===== config.mk =====
export PLATFORM = sky130hd
export DESIGN_NAME = alu_op_sequencer
export DESIGN_NICKNAME = d
export VERILOG_FILES = /design/src/rtl/alu_pkg.sv /design/src/rtl/alu_op_classify.sv /design/src/rtl/alu_op_sequencer.sv
export SDC_FILE = /design/constraint.sdc
export NUM_CORES = 1
export LEC_CHECK = 0
export BUFFER_PORTS_ARGS = -buffer_cell sky130_fd_sc_hd__buf_2
export CAP_MARGIN = 5
export CELL_PAD_IN_SITES_DETAIL_PLACEMENT = 0
export CELL_PAD_IN_SITES_GLOBAL_PLACEMENT = 1
export CORE_ASPECT_RATIO = 0.6
export CORE_UTILIZATION = 35
export DETAILED_ROUTE_END_ITERATION = 12
export PLACE_DENSITY_LB_ADDON = 0.1
export SYNTH_ARGS = -nofsm -noshare
export SYNTH_HDL_FRONTEND = slang
export SYNTH_SLANG_ARGS = --single-unit

===== constraint.sdc =====
create_clock -name clk -period 3.8 [get_ports clk]
set_input_delay 0 -clock clk [delete_from_list [all_inputs] [get_ports clk]]
set_output_delay 0 -clock clk [all_outputs]
set_load 0.01 [all_outputs]

===== src/rtl/alu_pkg.sv =====
`default_nettype none
// ============================================================================
//  Module      : alu_pkg
//  Description : Shared opcode map, width constants and sequencer state
//                encoding for the ALU operation sequencer.
//  Revision    : 1.0 - initial release
// ============================================================================
package alu_pkg;

    localparam int ALU_DATA_W = 20;
    localparam int ALU_OP_W   = 5;
    localparam int ALU_REG_AW = 4;

    localparam logic [4:0] OP_TRAP  = 5'd0;
    localparam logic [4:0] OP_NOP   = 5'd1;
    localparam logic [4:0] OP_JMP   = 5'd2;
    localparam logic [4:0] OP_NOT   = 5'd8;
    localparam logic [4:0] OP_AND   = 5'd9;
    localparam logic [4:0] OP_OR    = 5'd10;
    localparam logic [4:0] OP_XOR   = 5'd11;
    localparam logic [4:0] OP_SHFTR = 5'd12;
    localparam logic [4:0] OP_SHFTL = 5'd13;
    localparam logic [4:0] OP_ROTR  = 5'd14;
    localparam logic [4:0] OP_ROTL  = 5'd15;
    localparam logic [4:0] OP_SWAP  = 5'd16;
    localparam logic [4:0] OP_INC   = 5'd17;

    localparam int         ST_W    = 3;
    localparam logic [2:0] ST_IDLE = 3'd0;
    localparam logic [2:0] ST_EXEC = 3'd1;
    localparam logic [2:0] ST_WB1  = 3'd2;
    localparam logic [2:0] ST_WB2  = 3'd3;
    localparam logic [2:0] ST_HALT = 3'd4;

endpackage : alu_pkg
`default_nettype wire


===== src/rtl/alu_op_classify.sv =====
`default_nettype none
// ============================================================================
//  Module      : alu_op_classify
//  Description : Combinational opcode decoder. Reports legality, whether a
//                writeback follows, SWAP/JMP/TRAP flavours, and whether
//                operand B must be forced to zero for the datapath.
//                Build option: ALU_SHIFT_OPS_EN makes opcodes 12-15 legal.
//  Revision    : 1.0 - initial release
// ============================================================================
module alu_op_classify
    import alu_pkg::*;
#(
    parameter int OP_W = ALU_OP_W
) (
    input  logic [OP_W-1:0] i_op,
    output logic            o_is_legal,
    output logic            o_needs_wb,
    output logic            o_is_swap,
    output logic            o_is_jmp,
    output logic            o_is_trap,
    output logic            o_zero_b
);

    // Decode one opcode into its control flags; anything unlisted is illegal
    always_comb begin
        o_is_legal = 1'b0;
        o_needs_wb = 1'b0;
        o_is_swap  = 1'b0;
        o_is_jmp   = 1'b0;
        o_is_trap  = 1'b0;
        o_zero_b   = 1'b0;
        case (i_op)
            OP_TRAP: begin
                o_is_legal = 1'b1;
                o_is_trap  = 1'b1;
            end
            OP_NOP: begin
                o_is_legal = 1'b1;
            end
            OP_JMP: begin
                o_is_legal = 1'b1;
                o_is_jmp   = 1'b1;
            end
            OP_NOT: begin
                o_is_legal = 1'b1;
                o_needs_wb = 1'b1;
                o_zero_b   = 1'b1;
            end
            OP_AND, OP_OR, OP_XOR: begin
                o_is_legal = 1'b1;
                o_needs_wb = 1'b1;
            end
`ifdef ALU_SHIFT_OPS_EN
            OP_SHFTR, OP_SHFTL, OP_ROTR, OP_ROTL: begin
                o_is_legal = 1'b1;
                o_needs_wb = 1'b1;
            end
`endif
            OP_SWAP: begin
                o_is_legal = 1'b1;
                o_needs_wb = 1'b1;
                o_is_swap  = 1'b1;
            end
            OP_INC: begin
                o_is_legal = 1'b1;
                o_needs_wb = 1'b1;
                o_zero_b   = 1'b1;
            end
            default: begin
                o_is_legal = 1'b0;
            end
        endcase
    end

endmodule : alu_op_classify
`default_nettype wire


===== src/rtl/alu_op_sequencer.sv =====
`default_nettype none
// ============================================================================
//  Module      : alu_op_sequencer
//  Description : Unpipelined multi-cycle controller for the 20-bit ALU
//                datapath. Accepts one instruction, drives the datapath for
//                one EXEC cycle, then issues one (or two, for SWAP)
//                register-file writebacks. Handles JMP redirect, TRAP halt,
//                NOP and illegal-opcode reporting. All outputs registered.
//                Build option: ALU_SHIFT_OPS_EN enables opcodes 12-15.
//  Revision    : 1.0 - initial release
// ============================================================================
module alu_op_sequencer
    import alu_pkg::*;
#(
    parameter int DATA_W = ALU_DATA_W,
    parameter int OP_W   = ALU_OP_W,
    parameter int REG_AW = ALU_REG_AW
) (
    input  logic              clk,
    input  logic              rst,
    input  logic              issue_valid,
    output logic              issue_ready,
    input  logic [OP_W-1:0]   issue_op,
    input  logic [REG_AW-1:0] issue_dst,
    input  logic [REG_AW-1:0] issue_dst2,
    input  logic [DATA_W-1:0] issue_a,
    input  logic [DATA_W-1:0] issue_b,
    output logic [OP_W-1:0]   dp_op,
    output logic [DATA_W-1:0] dp_a,
    output logic [DATA_W-1:0] dp_b,
    input  logic [DATA_W-1:0] dp_w,
    input  logic              dp_carry,
    output logic              wb_valid,
    input  logic              wb_ready,
    output logic [REG_AW-1:0] wb_addr,
    output logic [DATA_W-1:0] wb_data,
    output logic              jmp_valid,
    output logic [DATA_W-1:0] jmp_target,
    output logic              carry_flag,
    output logic              illegal_op,
    output logic              halted
);

    // Classification of the incoming opcode, latched at accept time
    logic w_is_legal;
    logic w_needs_wb;
    logic w_is_swap;
    logic w_is_jmp;
    logic w_is_trap;
    logic w_zero_b;
    logic w_is_inc;
    logic w_accept;

    logic [ST_W-1:0]   r_state;
    logic [REG_AW-1:0] r_dst;
    logic [REG_AW-1:0] r_dst2;
    logic [DATA_W-1:0] r_a;
    logic [DATA_W-1:0] r_b;
    logic              r_needs_wb;
    logic              r_is_swap;
    logic              r_is_trap;
    logic              r_is_inc;

    logic              r_issue_ready;
    logic [OP_W-1:0]   r_dp_op;
    logic [DATA_W-1:0] r_dp_a;
    logic [DATA_W-1:0] r_dp_b;
    logic              r_wb_valid;
    logic [REG_AW-1:0] r_wb_addr;
    logic [DATA_W-1:0] r_wb_data;
    logic              r_jmp_valid;
    logic [DATA_W-1:0] r_jmp_target;
    logic              r_carry;
    logic              r_illegal;
    logic              r_halted;

    alu_op_classify #(
        .OP_W (OP_W)
    ) u_classify (
        .i_op       (issue_op),
        .o_is_legal (w_is_legal),
        .o_needs_wb (w_needs_wb),
        .o_is_swap  (w_is_swap),
        .o_is_jmp   (w_is_jmp),
        .o_is_trap  (w_is_trap),
        .o_zero_b   (w_zero_b)
    );

    assign w_is_inc = (issue_op == OP_INC);
    assign w_accept = issue_valid && r_issue_ready;

    // Sequencer FSM; every output is computed one cycle ahead and registered
    always_ff @(posedge clk or posedge rst) begin
        if (rst) begin
            r_state       <= ST_IDLE;
            r_dst         <= '0;
            r_dst2        <= '0;
            r_a           <= '0;
            r_b           <= '0;
            r_needs_wb    <= 1'b0;
            r_is_swap     <= 1'b0;
            r_is_trap     <= 1'b0;
            r_is_inc      <= 1'b0;
            r_issue_ready <= 1'b0;
            r_dp_op       <= '0;
            r_dp_a        <= '0;
            r_dp_b        <= '0;
            r_wb_valid    <= 1'b0;
            r_wb_addr     <= '0;
            r_wb_data     <= '0;
            r_jmp_valid   <= 1'b0;
            r_jmp_target  <= '0;
            r_carry       <= 1'b0;
            r_illegal     <= 1'b0;
            r_halted      <= 1'b0;
        end else begin
            // Pulses last exactly the EXEC cycle
            r_jmp_valid <= 1'b0;
            r_illegal   <= 1'b0;
            case (r_state)
                ST_IDLE: begin
                    if (w_accept) begin
                        r_state       <= ST_EXEC;
                        r_issue_ready <= 1'b0;
                        r_dst         <= issue_dst;
                        r_dst2        <= issue_dst2;
                        r_a           <= issue_a;
                        r_b           <= issue_b;
                        r_needs_wb    <= w_needs_wb;
                        r_is_swap     <= w_is_swap;
                        r_is_trap     <= w_is_trap;
                        r_is_inc      <= w_is_inc;
                        // Datapath sees the operands during EXEC only
                        r_dp_op       <= issue_op;
                        r_dp_a        <= issue_a;
                        r_dp_b        <= w_zero_b ? '0 : issue_b;
                        r_jmp_valid   <= w_is_jmp;
                        r_jmp_target  <= w_is_jmp ? issue_a : '0;
                        r_illegal     <= ~w_is_legal;
                    end else begin
                        r_issue_ready <= 1'b1;
                    end
                end
                ST_EXEC: begin
                    r_dp_op      <= '0;
                    r_dp_a       <= '0;
                    r_dp_b       <= '0;
                    r_jmp_target <= '0;
                    if (r_is_inc) begin
                        r_carry <= dp_carry;
                    end
                    if (r_needs_wb) begin
                        r_state    <= ST_WB1;
                        r_wb_valid <= 1'b1;
                        r_wb_addr  <= r_dst;
                        r_wb_data  <= r_is_swap ? r_b : dp_w;
                    end else if (r_is_trap) begin
                        r_state  <= ST_HALT;
                        r_halted <= 1'b1;
                    end else begin
                        r_state       <= ST_IDLE;
                        r_issue_ready <= 1'b1;
                    end
                end
                ST_WB1: begin
                    if (wb_ready) begin
                        if (r_is_swap) begin
                            // Second half of SWAP: old A goes to dst2
                            r_state   <= ST_WB2;
                            r_wb_addr <= r_dst2;
                            r_wb_data <= r_a;
                        end else begin
                            r_state       <= ST_IDLE;
                            r_wb_valid    <= 1'b0;
                            r_wb_addr     <= '0;
                            r_wb_data     <= '0;
                            r_issue_ready <= 1'b1;
                        end
                    end
                end
                ST_WB2: begin
                    if (wb_ready) begin
                        r_state       <= ST_IDLE;
                        r_wb_valid    <= 1'b0;
                        r_wb_addr     <= '0;
                        r_wb_data     <= '0;
                        r_issue_ready <= 1'b1;
                    end
                end
                ST_HALT: begin
                    r_halted      <= 1'b1;
                    r_issue_ready <= 1'b0;
                end
                default: begin
                    r_state       <= ST_IDLE;
                    r_issue_ready <= 1'b0;
                end
            endcase
        end
    end

    assign issue_ready = r_issue_ready;
    assign dp_op       = r_dp_op;
    assign dp_a        = r_dp_a;
    assign dp_b        = r_dp_b;
    assign wb_valid    = r_wb_valid;
    assign wb_addr     = r_wb_addr;
    assign wb_data     = r_wb_data;
    assign jmp_valid   = r_jmp_valid;
    assign jmp_target  = r_jmp_target;
    assign carry_flag  = r_carry;
    assign illegal_op  = r_illegal;
    assign halted      = r_halted;

endmodule : alu_op_sequencer
`default_nettype wire


== After elaboration in Yosys (flattened, before gate mapping) ==
Index checks and enable logic that the tools add are counted.

* Flip-flop bits (word level): 150
* Bits in latches: 0
* RAM bits: 0
* ROM bits: 0
* Input bits: 78
* Memories kept: 0

* $add $sub $neg: 0
* Multiply operators: 0
* Div/mod/pow operators: 0
* $lt $le $gt $ge: 0
* Equal/unequal tests: 20
* Shifts and indexed selects: 0
* Muxes and demuxes: 53
* Bitwise logic cells: 2
* Reductions and logical operators: 17

{| class="wikitable"
|+ Operator list
! cell !! count
|-
| $mux W20 || 10
|-
| $pmux W20 S2 || 3
|-
| $pmux W20 S3 || 1
|-
| $mux W1 || 22
|-
| $eq A5 B4 Y1 const B || 4
|-
| $mux W4 || 4
|-
| $ne A2 B2 Y1 const B || 8
|-
| $mux W3 || 5
|-
| $pmux W3 S5 || 1
|-
| $pmux W4 S3 || 1
|-
| $eq A5 B5 Y1 const B || 2
|-
| $pmux W5 S2 || 1
|-
| $reduce_and A5 Y1 || 2
|-
| $reduce_or A9 Y1 || 1
|-
| $reduce_and A4 Y1 || 2
|-
| $eq A3 B2 Y1 const B || 2
|-
| $reduce_and A2 Y1 || 3
|-
| $reduce_or A6 Y1 || 1
|-
| $eq A5 B1 Y1 const B || 1
|-
| $eq A5 B2 Y1 const B || 1
|-
| $logic_not A5 Y1 || 1
|-
| $mux W5 || 1
|-
| $pmux W1 S4 || 1
|-
| $reduce_bool A2 Y1 || 2
|-
| other kinds (11) || 12
|}

== Depth between registers and ports, before layout ==
* Word-level depth: 6
* Mapped depth: 7
* Mapped depth without buffers: 4

== By module ==
A second synthesis with hierarchy kept.

* Cells, all modules: 590
* Area total of the unflattened synthesis: 6072.1 um^2

{| class="wikitable"
|+ Modules (own cells, without submodules)
! module !! instances !! cells an instance !! area an instance (um^2)
|-
| alu_op_sequencer || 1 || 575 || 5993.2
|-
| alu_op_classify || 1 || 15 || 78.8
|}

== Least setup slack after synthesis ==
OpenSTA, ideal clock, no wires.

* Path type: register to register
* Start: register r_state[0]
* End: register r_is_inc
* Library setup time: 121 ps
* Arrival: 1521 ps
* Data required time: 3679 ps
* Setup slack: 2158 ps
* Cell stages (with the launch flop): 6
* Period minus slack after synthesis: 1642 ps
* Cells stage by stage: dfrtp_1 -> buf_6 -> or4_1 -> buf_2 -> buf_6 -> a22o_1

* Cells in the longest elaborated chain, start to end: 2

{| class="wikitable"
|+ RTL lines
! what !! RTL line !! text
|-
| start: declaration || alu_op_sequencer.sv:54 || <nowiki>logic [ST_W-1:0] r_state;</nowiki>
|-
| start signal: assignment || alu_op_sequencer.sv:95 || <nowiki>r_state <= ST_IDLE;</nowiki>
|-
| start signal: assignment || alu_op_sequencer.sv:123 || <nowiki>r_state <= ST_EXEC;</nowiki>
|-
| start signal: assignment || alu_op_sequencer.sv:153 || <nowiki>r_state <= ST_WB1;</nowiki>
|-
| $logic_not A3 Y1 || alu_op_sequencer.sv:120 || <nowiki>case (r_state)</nowiki>
|-
| $reduce_and A2 Y1 (no line) || -- ||
|-
| end signal: assignment || alu_op_sequencer.sv:132 || <nowiki>r_is_inc <= w_is_inc;</nowiki>
|-
| end: declaration || alu_op_sequencer.sv:62 || <nowiki>logic r_is_inc;</nowiki>
|}

No other way between the ends.
A chain may end at the register's enable or synchronous reset.

== Worst setup path after layout ==
* Start: register r_state[0]
* End: register r_dp_b[11], in the netlist dp_b[11]

* Cells in the longest elaborated chain, start to end: 3
* Elaborated cells between the ends (all ways): 6
* Those cells by class: 2 x eq/ne; 1 x mux; 3 x reduce/logical

{| class="wikitable"
|+ RTL lines
! what !! RTL line !! text
|-
| $eq A3 B1 Y1 / $logic_not A3 Y1 (equally long branches) || alu_op_sequencer.sv:120 ||
|-
| $reduce_bool A2 Y1 (no line) / $ne A2 B2 Y1 (equally long branches) || -- ||
|-
| $reduce_and A2 Y1 (no line) || -- ||
|-
| end signal: assignment || alu_op_sequencer.sv:136 || <nowiki>r_dp_b <= w_zero_b ? '0 : issue_b;</nowiki>
|-
| end: declaration || alu_op_sequencer.sv:67 || <nowiki>logic [DATA_W-1:0] r_dp_b;</nowiki>
|}

Parallel ways exist; a longest one is shown, timed or not.

==> flow_summary.yaml <==
outcome:
  status: "finished clean"
routing:
  vias_per_cell: 4.87
  ant_nets: 0
  wl_met2_um: 7800
  top_layer_used: "met4"
  wirelength_um: 18500
  met3_length_um: 1060
  first_iter_violations: 323
  vias: 5270
  drtPass1Iterations: 5
  met1_length_um: 9510
  avgRoutedWirePerCell_um: 17.1
  drc_errors: 0
global_route:
  antenna_found_initial: 0
  grt_pass1_wl_um: 29700
  grt_usage_pct: 21.1
  grt_pass1_vias: 5388
  grt_max_degree: 95
  overflow: 0
sta:
  final.setup.tns_ns: 0
  rsz0062_at_grt: "no"
  hold_viol_final: 0
  min_period_ns: 2.51
  fin_ws_ns: 1.29
  finalSetupViolations: 0
  fmaxAchievable_ghz: 0.398
  fin_skew_ns: 0.0124
  relSlewSlack_pct: 22.3
  worst_pin_slew_ns: 1.16
  final.period_utilization_pct: 66.1
  slew_violations: 0
finish:
  multi_input_area_um2: 2210
  drive_gt1_share_pct: 25.9
  final_common_cell: "nand2_1"
  final-seq-area_um2: 3750
  final_cell_area_um2: 8360
  diodes: 0
  fill_cells: 1657
  final_cell_mix: "181 x nand2_1, 172 x buf_2, 150 x dfrtp_1"
  fin_nets: 913
  area_delta_synth_final_pct: 35.3
clock_tree:
  worstSkewPairLatency_ns: 0.42
  cts.sinks: 150
  cts_tree: "done"
  clk_pin_slew_ns: 0.07
  htree_levels: 4
  cts_buffer_depth: 2
  cts_root_buf: "clkbuf_16"
  cts_buffers: 17
  cts_resized: 0
worst_setup_path:
  rr_startpoint: "r_state[0]$_DFFE_PP0P_"
  critPathLaunch: "r_state[0]$_DFFE_PP0P_"
  reg2reg_depth: 4
  worst-endpoint-required_ns: 4.10
  critPathCaptureType: "register"
  worst_ep_arrival_time_ns: 2.82
  path_max_fanout: 49
  cp-start-kind: "register"
  worst-setup-path-type: "register to register"
floorplanning:
  ioPinCount: 173
  die_w_um: 174
  die_h_um: 105
  row_count: 37
  start_util_pct: 35.9
  die_area_um2: 18200
  core_um2: 17200
synth:
  yosys.area.top_type_share_pct: 60.8
  synth_seq_cells: 150
  synth_area_leaders: "dfrtp_1 61%, nand2_1 11%, a22o_1 6.0%"
  synthCells: 629
  ys_seq_area_share_pct: 60.8
  syn_area_um2: 6180
  synth_largest_area_cell: "dfrtp_1"
  syn_avg_cell_area_um2: 9.82
  synth_cell_type_count: 29
  syn_nets: 707
  yosysWarningCount: 0
placement:
  dpl.hpwl_um: 12800
  placed_cell_area_um2: 7210
  gp_congestion: 0.801
  dp_slack_ns: 1.25
  io_buffers: 172
worst_hold_path:
  hold-path-cell-count: 5
  worstHoldStart: "dp_w[10]"
  hp-class: "input port to register"
power_and_ir_drop:
  power.density_nw_per_um2: 797
  p_leak_uw: 0.00429
  totalPowerFinal_uw: 6660
  vdd_drop_max_uv: 379
flow_run:
  cap_violations: 0
[worst paths after layout]
kind,slack [ns],endpoint
max,1.29,dp_b[11]$_DFFE_PP0P_
min,0.04,wb_data[10]$_DFFE_PP0P_
max reg2reg,1.29,dp_b[11]$_DFFE_PP0P_
min reg2reg,0.48,r_b[6]$_DFFE_PP0P_
max in group asynchronous,2.46,r_dst[1]$_DFFE_PP0P_
min in group asynchronous,0.40,dp_a[7]$_DFFE_PP0P_
[layer usage]
layer	track usage, %	up-vias
li1	-	2523
met3	4.22	11
met1	32.7	2572
met4	4.74	0
met2	30.0	164
met5	0	-
[final cells by class]
type | count | share of cell area [%]
sequential | 150 | 44.9
inverter | 5 | 0.269
clock inverter | 13 | 1.66
timing repair buffer | 235 | 17.8
clock buffer | 19 | 5.42
multi-input combinational | 426 | 26.5
tap | 234 | 3.50
[synth_stat cells, drive strengths merged]
| cell | number |
|---|---|
| and4 | 1 |
| nor4 | 1 |
| o21ai | 6 |
| buf | 26 |
| o22ai | 1 |
| or4 | 1 |
| nor3 | 3 |
| dfrtp | 150 |
| nand2b | 2 |
| and2 | 2 |
| mux2i | 22 |
| a22o | 42 |
| nand2 | 181 |
| nand3b | 1 |
| clkbuf | 22 |
| a21oi | 53 |
| nor2 | 51 |
| and3b | 1 |
| o31ai | 2 |
| nor2b | 4 |
| nand3 | 43 |
| mux2 | 1 |
| a22oi | 5 |
| or2 | 1 |
| inv | 5 |
| nor3b | 2 |
[critical path, cell delays in order (launching register included)]
cell and delay, ns:
dfrtp_1 0.54, or4_2 1.20, buf_4 0.44, nand3_1 0.14, nand2_1 0.08
[repair_timing]
action | 4_1_cts | 5_1_grt
hold buffers | 56 | 0
setup endpoints to repair | 0 | 0
buffers inserted | 0 | 0
hold endpoints to repair | 166 | 0
[sequential cells by signal (all words and copies together) (netlist names), 5 cells and up]
register	count
dp_op	5
dp_a	20
r_b	20
dp_b	20
r_a	20
jmp_target	20
wb_data	20
[through the flow]
stage	util, %	cells	hold slack [ns]
after CTS	48.5	1082	0.0259
after detailed placement	41.9	994	0.209
after floorplan	-	629	0.0912
final	48.5	1082	0.0431
after global placement	41.9	994	0.203
after global routing	48.5	1082	0.0580
[power by group]
group / leakage [uW] / internal [uW] / switching, uW
Clock: 0.000288 / 961 / 724
Sequential: 0.00189 / 2250 / 429
Combinational: 0.00211 / 874 / 1420
[logic make-up after synthesis]
| family | synth area share, % |
|---|---|
| AO/OA/AOI/OAI | 11.8 |
| multiplexers | 3.75 |
| AND/OR/NAND/NOR | 19.7 |
| flip-flops | 60.8 |
| buffers and inverters | 3.93 |
Note: power is estimated with default switching activity, not from simulation.
